### src/rtl/lsu_pkg.sv
// Shared definitions for the memory-stage load/store unit: FSM state
// encoding, Funct3 access codes and offset helpers used by both the
// lane-steering logic and the load formatter.
package lsu_pkg;

   // Transaction FSM states
   typedef enum logic [1:0] {
      IDLE = 2'd0,   // accept a new access
      REQ  = 2'd1,   // request presented, waiting for ready
      RESP = 2'd2,   // load accepted, waiting for response data
      DONE = 2'd3    // one cycle presenting formatted load data
   } lsu_state_e;

   // Funct3 access size / sign codes
   localparam logic [2:0] F3_B  = 3'b000;
   localparam logic [2:0] F3_H  = 3'b001;
   localparam logic [2:0] F3_W  = 3'b010;
   localparam logic [2:0] F3_BU = 3'b100;
   localparam logic [2:0] F3_HU = 3'b101;

   // Access size lives in Funct3[1:0]
   localparam logic [1:0] SZ_B = 2'b00;
   localparam logic [1:0] SZ_H = 2'b01;
   localparam logic [1:0] SZ_W = 2'b10;

   // Force the byte offset to the natural alignment of the access size.
   function automatic logic [1:0] align_off(input logic [1:0] off,
                                            input logic [1:0] size);
      logic [1:0] res;
      case (size)
         SZ_H:    res = {off[1], 1'b0};
         SZ_W:    res = 2'b00;
         default: res = off;
      endcase
      return res;
   endfunction

   // A half needs addr[0]=0, a word needs addr[1:0]=0.
   function automatic logic is_misaligned(input logic [1:0] off,
                                          input logic [1:0] size);
      logic res;
      case (size)
         SZ_H:    res = off[0];
         SZ_W:    res = |off;
         default: res = 1'b0;
      endcase
      return res;
   endfunction

endpackage

### src/rtl/load_formatter.sv
// Load data formatter: picks the byte or half at the given offset out of
// the captured memory word and sign- or zero-extends it according to
// Funct3. Purely combinational.
module load_formatter
   import lsu_pkg::*;
#(
   parameter int word_width = 32
) (
   input  logic [word_width-1:0] word_i,
   input  logic [1:0]            off_i,
   input  logic [2:0]            funct3_i,
   output logic [word_width-1:0] result_o
);

   logic [7:0]  byte_sel;
   logic [15:0] half_sel;

   // Lane extraction followed by extension selected by Funct3
   always_comb begin
      byte_sel = word_i[7:0];
      half_sel = word_i[15:0];
      result_o = word_i;

      case (off_i)
         2'd0:    byte_sel = word_i[7:0];
         2'd1:    byte_sel = word_i[15:8];
         2'd2:    byte_sel = word_i[23:16];
         default: byte_sel = word_i[31:24];
      endcase

      half_sel = off_i[1] ? word_i[31:16] : word_i[15:0];

      case (funct3_i)
         F3_B:    result_o = {{(word_width-8){byte_sel[7]}}, byte_sel};
         F3_BU:   result_o = {{(word_width-8){1'b0}}, byte_sel};
         F3_H:    result_o = {{(word_width-16){half_sel[15]}}, half_sel};
         F3_HU:   result_o = {{(word_width-16){1'b0}}, half_sel};
         default: result_o = word_i;
      endcase
   end

endmodule

### src/rtl/memory_stage.sv
// Memory (M) stage load/store unit. Runs one data-memory transaction per
// access over a valid/ready request bus and a valid-qualified response,
// steers store data into byte lanes, formats load data and stalls the
// pipeline until the access completes.
//
// Build option: define LSU_MISALIGN_TRAP_EN to flag misaligned halves and
// words on MisalignM and suppress their request; without it the offset is
// silently forced aligned and MisalignM is tied low.
module memory_stage
   import lsu_pkg::*;
#(
   parameter int word_width = 32
) (
   input  logic                  clk,
   input  logic                  reset,
   input  logic                  MemReadM,
   input  logic                  MemWriteM,
   input  logic [2:0]            Funct3M,
   input  logic [word_width-1:0] ALUResultM,
   input  logic [word_width-1:0] WriteDataM,
   output logic                  dmem_req_valid,
   input  logic                  dmem_req_ready,
   output logic                  dmem_we,
   output logic [word_width-1:0] dmem_addr,
   output logic [3:0]            dmem_be,
   output logic [word_width-1:0] dmem_wdata,
   input  logic                  dmem_rsp_valid,
   input  logic [word_width-1:0] dmem_rdata,
   output logic [word_width-1:0] ReadDataM,
   output logic                  StallM,
   output logic                  MisalignM
);

   lsu_state_e            state_q, state_d;
   logic [word_width-1:0] rdata_q, rdata_d;

   logic                  access;
   logic [1:0]            off_raw;
   logic [1:0]            off_al;
   logic                  mis;
   logic                  valid_c;
   logic                  stall_c;
   logic                  misalign_c;
   logic [3:0]            be_c;
   logic [word_width-1:0] wdata_c;
   logic [word_width-1:0] fmt_data;

   assign access  = MemReadM | MemWriteM;
   assign off_raw = ALUResultM[1:0];
   assign off_al  = align_off(off_raw, Funct3M[1:0]);

`ifdef LSU_MISALIGN_TRAP_EN
   assign mis = access & is_misaligned(off_raw, Funct3M[1:0]);
`else
   assign mis = 1'b0;
`endif

   // Store lane steering: byte enables and replicated store data
   always_comb begin
      be_c    = 4'b0000;
      wdata_c = WriteDataM;
      if (MemReadM) begin
         be_c = 4'b1111;
      end else if (MemWriteM) begin
         case (Funct3M[1:0])
            SZ_B: begin
               be_c    = 4'b0001 << off_al;
               wdata_c = {4{WriteDataM[7:0]}};
            end
            SZ_H: begin
               be_c    = 4'b0011 << off_al;
               wdata_c = {2{WriteDataM[15:0]}};
            end
            default: begin
               be_c    = 4'b1111;
               wdata_c = WriteDataM;
            end
         endcase
      end
   end

   // Transaction FSM: next state, request valid, stall and load capture
   always_comb begin
      state_d    = state_q;
      rdata_d    = rdata_q;
      valid_c    = 1'b0;
      stall_c    = 1'b0;
      misalign_c = 1'b0;

      case (state_q)
         IDLE: begin
            if (access) begin
               if (mis) begin
                  // Misaligned access: flag it and let it leave without a request
                  misalign_c = 1'b1;
               end else begin
                  valid_c = 1'b1;
                  if (MemWriteM) begin
                     // A store accepted immediately finishes in this cycle
                     stall_c = ~dmem_req_ready;
                     if (!dmem_req_ready) begin
                        state_d = REQ;
                     end
                  end else begin
                     stall_c = 1'b1;
                     state_d = dmem_req_ready ? RESP : REQ;
                  end
               end
            end
         end

         REQ: begin
            valid_c = 1'b1;
            if (dmem_req_ready) begin
               if (MemReadM) begin
                  stall_c = 1'b1;
                  state_d = RESP;
               end else begin
                  state_d = IDLE;
               end
            end else begin
               stall_c = 1'b1;
            end
         end

         RESP: begin
            stall_c = 1'b1;
            if (dmem_rsp_valid) begin
               rdata_d = dmem_rdata;
               state_d = DONE;
            end
         end

         DONE: begin
            state_d = IDLE;
         end

         default: begin
            state_d = IDLE;
         end
      endcase
   end

   // State and captured load word; reset abandons any access in flight
   always_ff @(posedge clk or negedge reset) begin
      if (!reset) begin
         state_q <= IDLE;
         rdata_q <= '0;
      end else begin
         state_q <= state_d;
         rdata_q <= rdata_d;
      end
   end

   load_formatter #(
      .word_width (word_width)
   ) u_load_formatter (
      .word_i   (rdata_q),
      .off_i    (off_al),
      .funct3_i (Funct3M),
      .result_o (fmt_data)
   );

   // Outputs are forced quiet while reset is asserted
   assign dmem_req_valid = reset & valid_c;
   assign dmem_we        = reset & MemWriteM & ~mis;
   assign dmem_addr      = {ALUResultM[word_width-1:2], 2'b00};
   assign dmem_be        = (reset && !mis) ? be_c : 4'b0000;
   assign dmem_wdata     = wdata_c;
   assign ReadDataM      = (reset && !mis) ? fmt_data : '0;
   assign StallM         = reset & stall_c;
   assign MisalignM      = reset & misalign_c;

endmodule

### config.mk
export PLATFORM = sky130hd
export DESIGN_NAME = memory_stage
export DESIGN_NICKNAME = d
export VERILOG_FILES = /design/src/rtl/lsu_pkg.sv /design/src/rtl/load_formatter.sv /design/src/rtl/memory_stage.sv
export SDC_FILE = /design/constraint.sdc
export NUM_CORES = 1
export LEC_CHECK = 0
export CORE_UTILIZATION = 30
export DETAILED_ROUTE_END_ITERATION = 8
export PLACE_DENSITY = 0.76
export SYNTH_ARGS = -nofsm -noshare
export SYNTH_HDL_FRONTEND = slang
export SYNTH_SLANG_ARGS = --single-unit
### constraint.sdc
create_clock -name clk -period 2.7 [get_ports clk]
set_input_delay 0.54 -clock clk [delete_from_list [all_inputs] [get_ports clk]]
set_output_delay 0.54 -clock clk [all_outputs]
set_load 0.1 [all_outputs]
Yosys cells after proc, flatten, opt, wreduce, memory -nomap -nowiden
Index checks and enable logic that the tools add are counted.
{"block": "totals", "register_bits": 34, "input_bits": 105, "word_cells": 56, "output_inout_bits": 104}
{"block": "op_classes", "n_reduce_logical": 6, "muxes": 27, "bitwise": 5, "eq_ne": 14, "n_shift": 2}
{"op": "32-bit one-hot mux with 4 select lines", "count": 1}
{"op": "32-bit 2-to-1 mux", "count": 3}
{"op": "32-bit one-hot mux with 2 select lines", "count": 1}
{"op": "8-bit one-hot mux with 3 select lines", "count": 1}
{"op": "16-bit 2-to-1 mux", "count": 1}
{"op": "2-bit 2-to-1 mux", "count": 7}
{"op": "4-bit 2-to-1 mux", "count": 3}
{"op": "2-bit equality test, second input constant", "count": 4}
{"op": "2-bit one-hot mux with 4 select lines", "count": 1}
{"op": "4-bit one-hot mux with 2 select lines", "count": 1}
{"op": "2-bit by 1-bit equality test with 1-bit output, second input constant", "count": 3}
{"op": "3-bit equality test, second input constant", "count": 2}
{"op": "2-bit zero test", "count": 3}
{"op": "2-bit != test, second input constant", "count": 3}
{"op": "1-bit 2-to-1 mux", "count": 5}
{"op": "2-bit one-hot mux with 2 select lines", "count": 1}
{"op": "4-bit AND reduction", "count": 1}
{"op": "1-bit by 2-bit left shift with 4-bit output, first input constant", "count": 1}
{"op": "2-bit by 2-bit left shift with 4-bit output, first input constant", "count": 1}
{"op": "1-bit AND", "count": 3}
{"op": "3-bit by 1-bit equality test with 1-bit output, second input constant", "count": 1}
{"op": "3-bit zero test", "count": 1}
{"op": "3-bit != test, second input constant", "count": 1}
{"op": "1-bit one-hot mux with 3 select lines", "count": 1}
{"op": "other kinds (4)", "count": 4}

Logic depth before layout (Yosys ltp)
{"block": "logic_depth", "ltp_word": 7, "ltp_mapped": 8, "mapped_depth_nobuf": 6}

By module
Synthesis repeated with hierarchy kept, for this count alone.
{"block": "unflattened", "cells_unflattened": 356, "area_unflattened_um2": 3310.7}
{"module": "memory_stage", "seq_area_each_um2": 850.8, "cells_per_inst": 223, "instances": 1, "area_each_um2": 2341.0}
{"module": "load_formatter", "seq_area_each_um2": 0.0, "cells_per_inst": 133, "instances": 1, "area_each_um2": 969.7}

Least setup slack after synthesis
No wires, ideal clock.
{"block": "synth_timing", "path_type": "input to output", "from": "input Funct3M[1]", "to": "output ReadDataM[0]", "path_slack_ps": -1560, "required_time_ps": 2160, "t_arrival_ps": 3720, "n_path_buf": 1, "cell_stages": 7, "path_cell_list": "inv_1 > ha_1 > buf_2 > o21ba_2 > nor2_1 > a221oi_1 > o21ai_0"}
{"block": "synth_between", "elab_chain_len": 6, "word_cells_on_any_way": 14, "cone_classes": "eq/ne: 7; mux: 5; reduce/logical: 2"}
{"item": "start: declaration", "line": "memory_stage.sv:18", "text": "input logic [2:0] Funct3M,"}
{"item": "2-bit equality test / 2-bit by 1-bit equality test with 1-bit output (equally long branches)", "line": "lsu_pkg.sv:30", "text": "case (size)"}
{"item": "2-bit one-hot mux with 2 select lines", "line": "lsu_pkg.sv:30"}
{"item": "2-bit equality test (tied with other cells)", "line": "load_formatter.sv:24", "text": "case (off_i)"}
{"item": "8-bit one-hot mux with 3 select lines", "line": "load_formatter.sv:24"}
{"item": "32-bit one-hot mux with 4 select lines (*)", "line": "load_formatter.sv:33", "text": "case (funct3_i)"}
{"item": "32-bit 2-to-1 mux (*)", "line": "memory_stage.sv:170", "text": "assign ReadDataM = (reset && !mis) ? fmt_data : '0;"}
{"item": "end: declaration", "line": "memory_stage.sv:29", "text": "output logic [word_width-1:0] ReadDataM,"}
Every way passes the cells marked *; elsewhere a longest branch is shown, timed or not.

Final worst setup path
{"block": "layout_timing", "from": "input Funct3M[1]", "to": "output ReadDataM[12]"}
The elaborated chain is that of the path after synthesis.

==> results.sh <==
export IMPL_clk_pin_slew_ps=70
export IMPL_max_vdd_ir_drop_mv=0.4922
export IMPL_fillCellCount=822
export IMPL_worstSetupStartpointType="input port"
export IMPL_start_util_pct=30.69
export IMPL_worst_pin_slew_ps=533.3
export IMPL_ys_types=41
export IMPL_arrival_ps=2120
export IMPL_grt_pass1_vias=3607
export IMPL_synth_cell_area_mm2=0.003154
export IMPL_path_delay_family="compound AO/OA/AOI/OAI gates"
export IMPL_syn_area_per_cell_um2=8.434
export IMPL_cap_violations=0
export IMPL_core_area_mm2=0.01028
export IMPL_io_pin_count=209
export IMPL_num_rows=37
export IMPL_setup_violations=0
export IMPL_ys_seq_area_share_pct=26.97
export IMPL_ant_nets=0
export IMPL_max_freq_ghz=0.3756
export IMPL_portBuffers=145
export IMPL_slew_viol_final=0
export IMPL_fin_nets=620
export IMPL_drc=0
export IMPL_vias=3380
export IMPL_layout_setup_ws_ps=37.39
export IMPL_cp_max_fo=8
export IMPL_p_leak_nw=2.666
export IMPL_powerDensity_mw_per_mm2=787.9
export IMPL_cts_root_buf="clkbuf_8"
export IMPL_cp_data_required_time_ps=2160
export IMPL_rsz0062_at_grt="no"
export IMPL_seq_area_um2=850.8
export IMPL_dp_slack_ps=-571.0
export IMPL_grt_max_degree=34
export IMPL_antenna_found_initial=0
export IMPL_cts_tree="done"
export IMPL_worst_path_buf_inv=4
export IMPL_finalHoldViolCount=0
export IMPL_cts_htree_levels=2
export IMPL_numCtsBuffers=5
export IMPL_worstPathCellList="buf_4 -> inv_8 -> ha_4 -> o21ba_4 -> o31ai_4 -> o211ai_4 -> buf_12 -> a21oi_4 -> buf_12"
export IMPL_slowest_stage="o31ai_4"
export IMPL_areaGrowthSynthToFinish_pct=97.86
export IMPL_drive_gt1_share_pct=49.61
export IMPL_cts_hold_fix_buffers=0
export IMPL_dp_hpwl_um=9794
export IMPL_fin_worst_skew_ps=5.667
export IMPL_grt_pass1_wl_um=20070
export IMPL_clk_latency_ps=290
export IMPL_relSlewSlack_pct=64.07
export IMPL_async_reset_ff_share_pct=100.0
export IMPL_gp_congestion=0.8751
export IMPL_status="finished clean"
export IMPL_wl_per_cell_um=19.57
export IMPL_routed_via_density=5.200
export IMPL_drt_pass1_iter_count=4
export IMPL_synth_seq_cells=34
export IMPL_die_w_um=104.5
export IMPL_hp_class="in -> async"
export IMPL_synth_cells=374
export IMPL_min_period_ps=2663
export IMPL_end_kind="primary output"
export IMPL_dieHeight_um=104.5
export IMPL_finalCritPeriodShare_pct=98.62
export IMPL_yosys_most_used_dff="dfrtp_1"
export IMPL_reg2reg_slack_ps=1140
export IMPL_overflow=0
export IMPL_die_area_mm2=0.01093
export IMPL_synth_edff_count=0
export IMPL_crit_type="in -> out"
export IMPL_multi_input_area_mm2=0.002340
export IMPL_cp_slowest_stage_delay_ps=340
export IMPL_diodes=0
export IMPL_clock_sinks=34
export IMPL_clk_path_buf_depth=2
export IMPL_wl_um=12720
export IMPL_drt_first_iter_violations=211
export IMPL_yosys_warnings=0
export IMPL_crit_top_cell="buf_12"
export IMPL_totalPowerFinal_w=0.004917
export IMPL_grtUsageTotal_pct=23.24
[through the flow]
step           utilization (%)  setup TNS (ps)  hold WS (ps)  instances  area [um2]
3_3_place_gp             58.17          -21450         524.3        638        5978
2_1_floorplan                -           -3640         244.4        376        3670
4_1_cts                  60.08               0         348.5        648        6175
5_1_grt                  60.73               0         357.1        650        6241
6_report                 60.73               0         368.9        650        6241
3_5_place_dp             58.17          -22230         550.7        638        5978
[cells by family (layout without fill, tap and decap cells)]
group / Yosys count / in the layout / synth area share, %
adder cells (fa/ha/maj): 2 / 2 / 0.7932
buffers and inverters: 81 / 219 / 15.87
AND/OR/NAND/NOR: 81 / 81 / 11.78
other: 1 / 3 / 0.1189
flip-flops: 34 / 34 / 26.97
AO/OA/AOI/OAI: 122 / 122 / 25.59
multiplexers: 53 / 53 / 18.88
[layout by cell type (no fill, tap or decap), types with 9 or more instances in the layout]
cell type and instances:
o21ai_4 14, clkdlybuf4s50_1 68, o21ai_0 23, buf_12 77, a22o_1 15, a21oi_4 9
mux2_2 52, a21oi_1 17, dfrtp_1 34, nand3_4 10, buf_4 49, nand2_1 43
[state kept, by name, indices dropped and copies added, names as in the netlist]
name,count
state_q,2
rdata_q,32
[worst paths after layout]
check                            from       endpoint  cells after the start
setup / recovery           Funct3M[1]  ReadDataM[12]                      9
hold / removal                  reset     rdata_q[7]                      2
setup reg to reg           state_q[1]    rdata_q[23]                      3
hold reg to reg            rdata_q[0]     rdata_q[0]                      1
max in group asynchronous       reset     rdata_q[5]                      2
min in group clk           rdata_q[0]     rdata_q[0]                      1
[where the power goes]
group	switching, W	internal, W	total (W)
registers	0.000368	0.000767	0.00113
logic	0.00185	0.00135	0.00320
clock network	0.000189	0.000394	0.000583
total	0.00241	0.00251	0.00492
[cells in the mapped netlist, drive strengths merged, types with 3 or more instances]
cell	n	area [um2]
mux2	52	585.6
inv	10	37.54
a22oi	8	60.06
nand2	43	161.4
clkbuf	14	52.55
o21ai	41	205.2
o22a	4	35.03
nand2b	3	18.77
o211ai	10	93.84
dfrtp	34	850.8
nand3	18	90.09
nor2	5	21.27
and2	3	18.77
buf	57	410.4
a21oi	30	150.1
a22o	15	131.4
a221oi	7	61.31
[final cells by class]
cell class,count,area share [%]
Inverter,10,0.8420
Timing Repair Buffer,201,43.02
Sequential cell,34,13.63
Clock buffer,6,1.323
Clock inverter,2,0.9623
Multi-Input combinational cell,261,37.49
Tap cell,136,2.727
[timing repair]
| item | 4_1_cts | 5_1_grt |
|---|---|---|
| pin swaps | 4 | 4 |
| buffers inserted | 1 | 1 |
| resized for setup | 17 | 13 |
| cloned | 1 | 1 |
| setup endpoints to repair | 60 | 44 |
[per-layer routing]
metal	global-route usage [%]	up-vias	share of wire, %
met3	4.616	28	6.1
met1	26.51	1614	39
li1	-	1592	-
met4	7.245	0	2.2
met5	0	-	0
met2	43.09	146	53
[worst register-to-register path: stages, from the launching register on]
cell and delay, ps:
dfrtp_1 470, nand3b_1 140, buf_4 400, mux2_2 440
No activity file was read; power rests on OpenSTA's default activity.
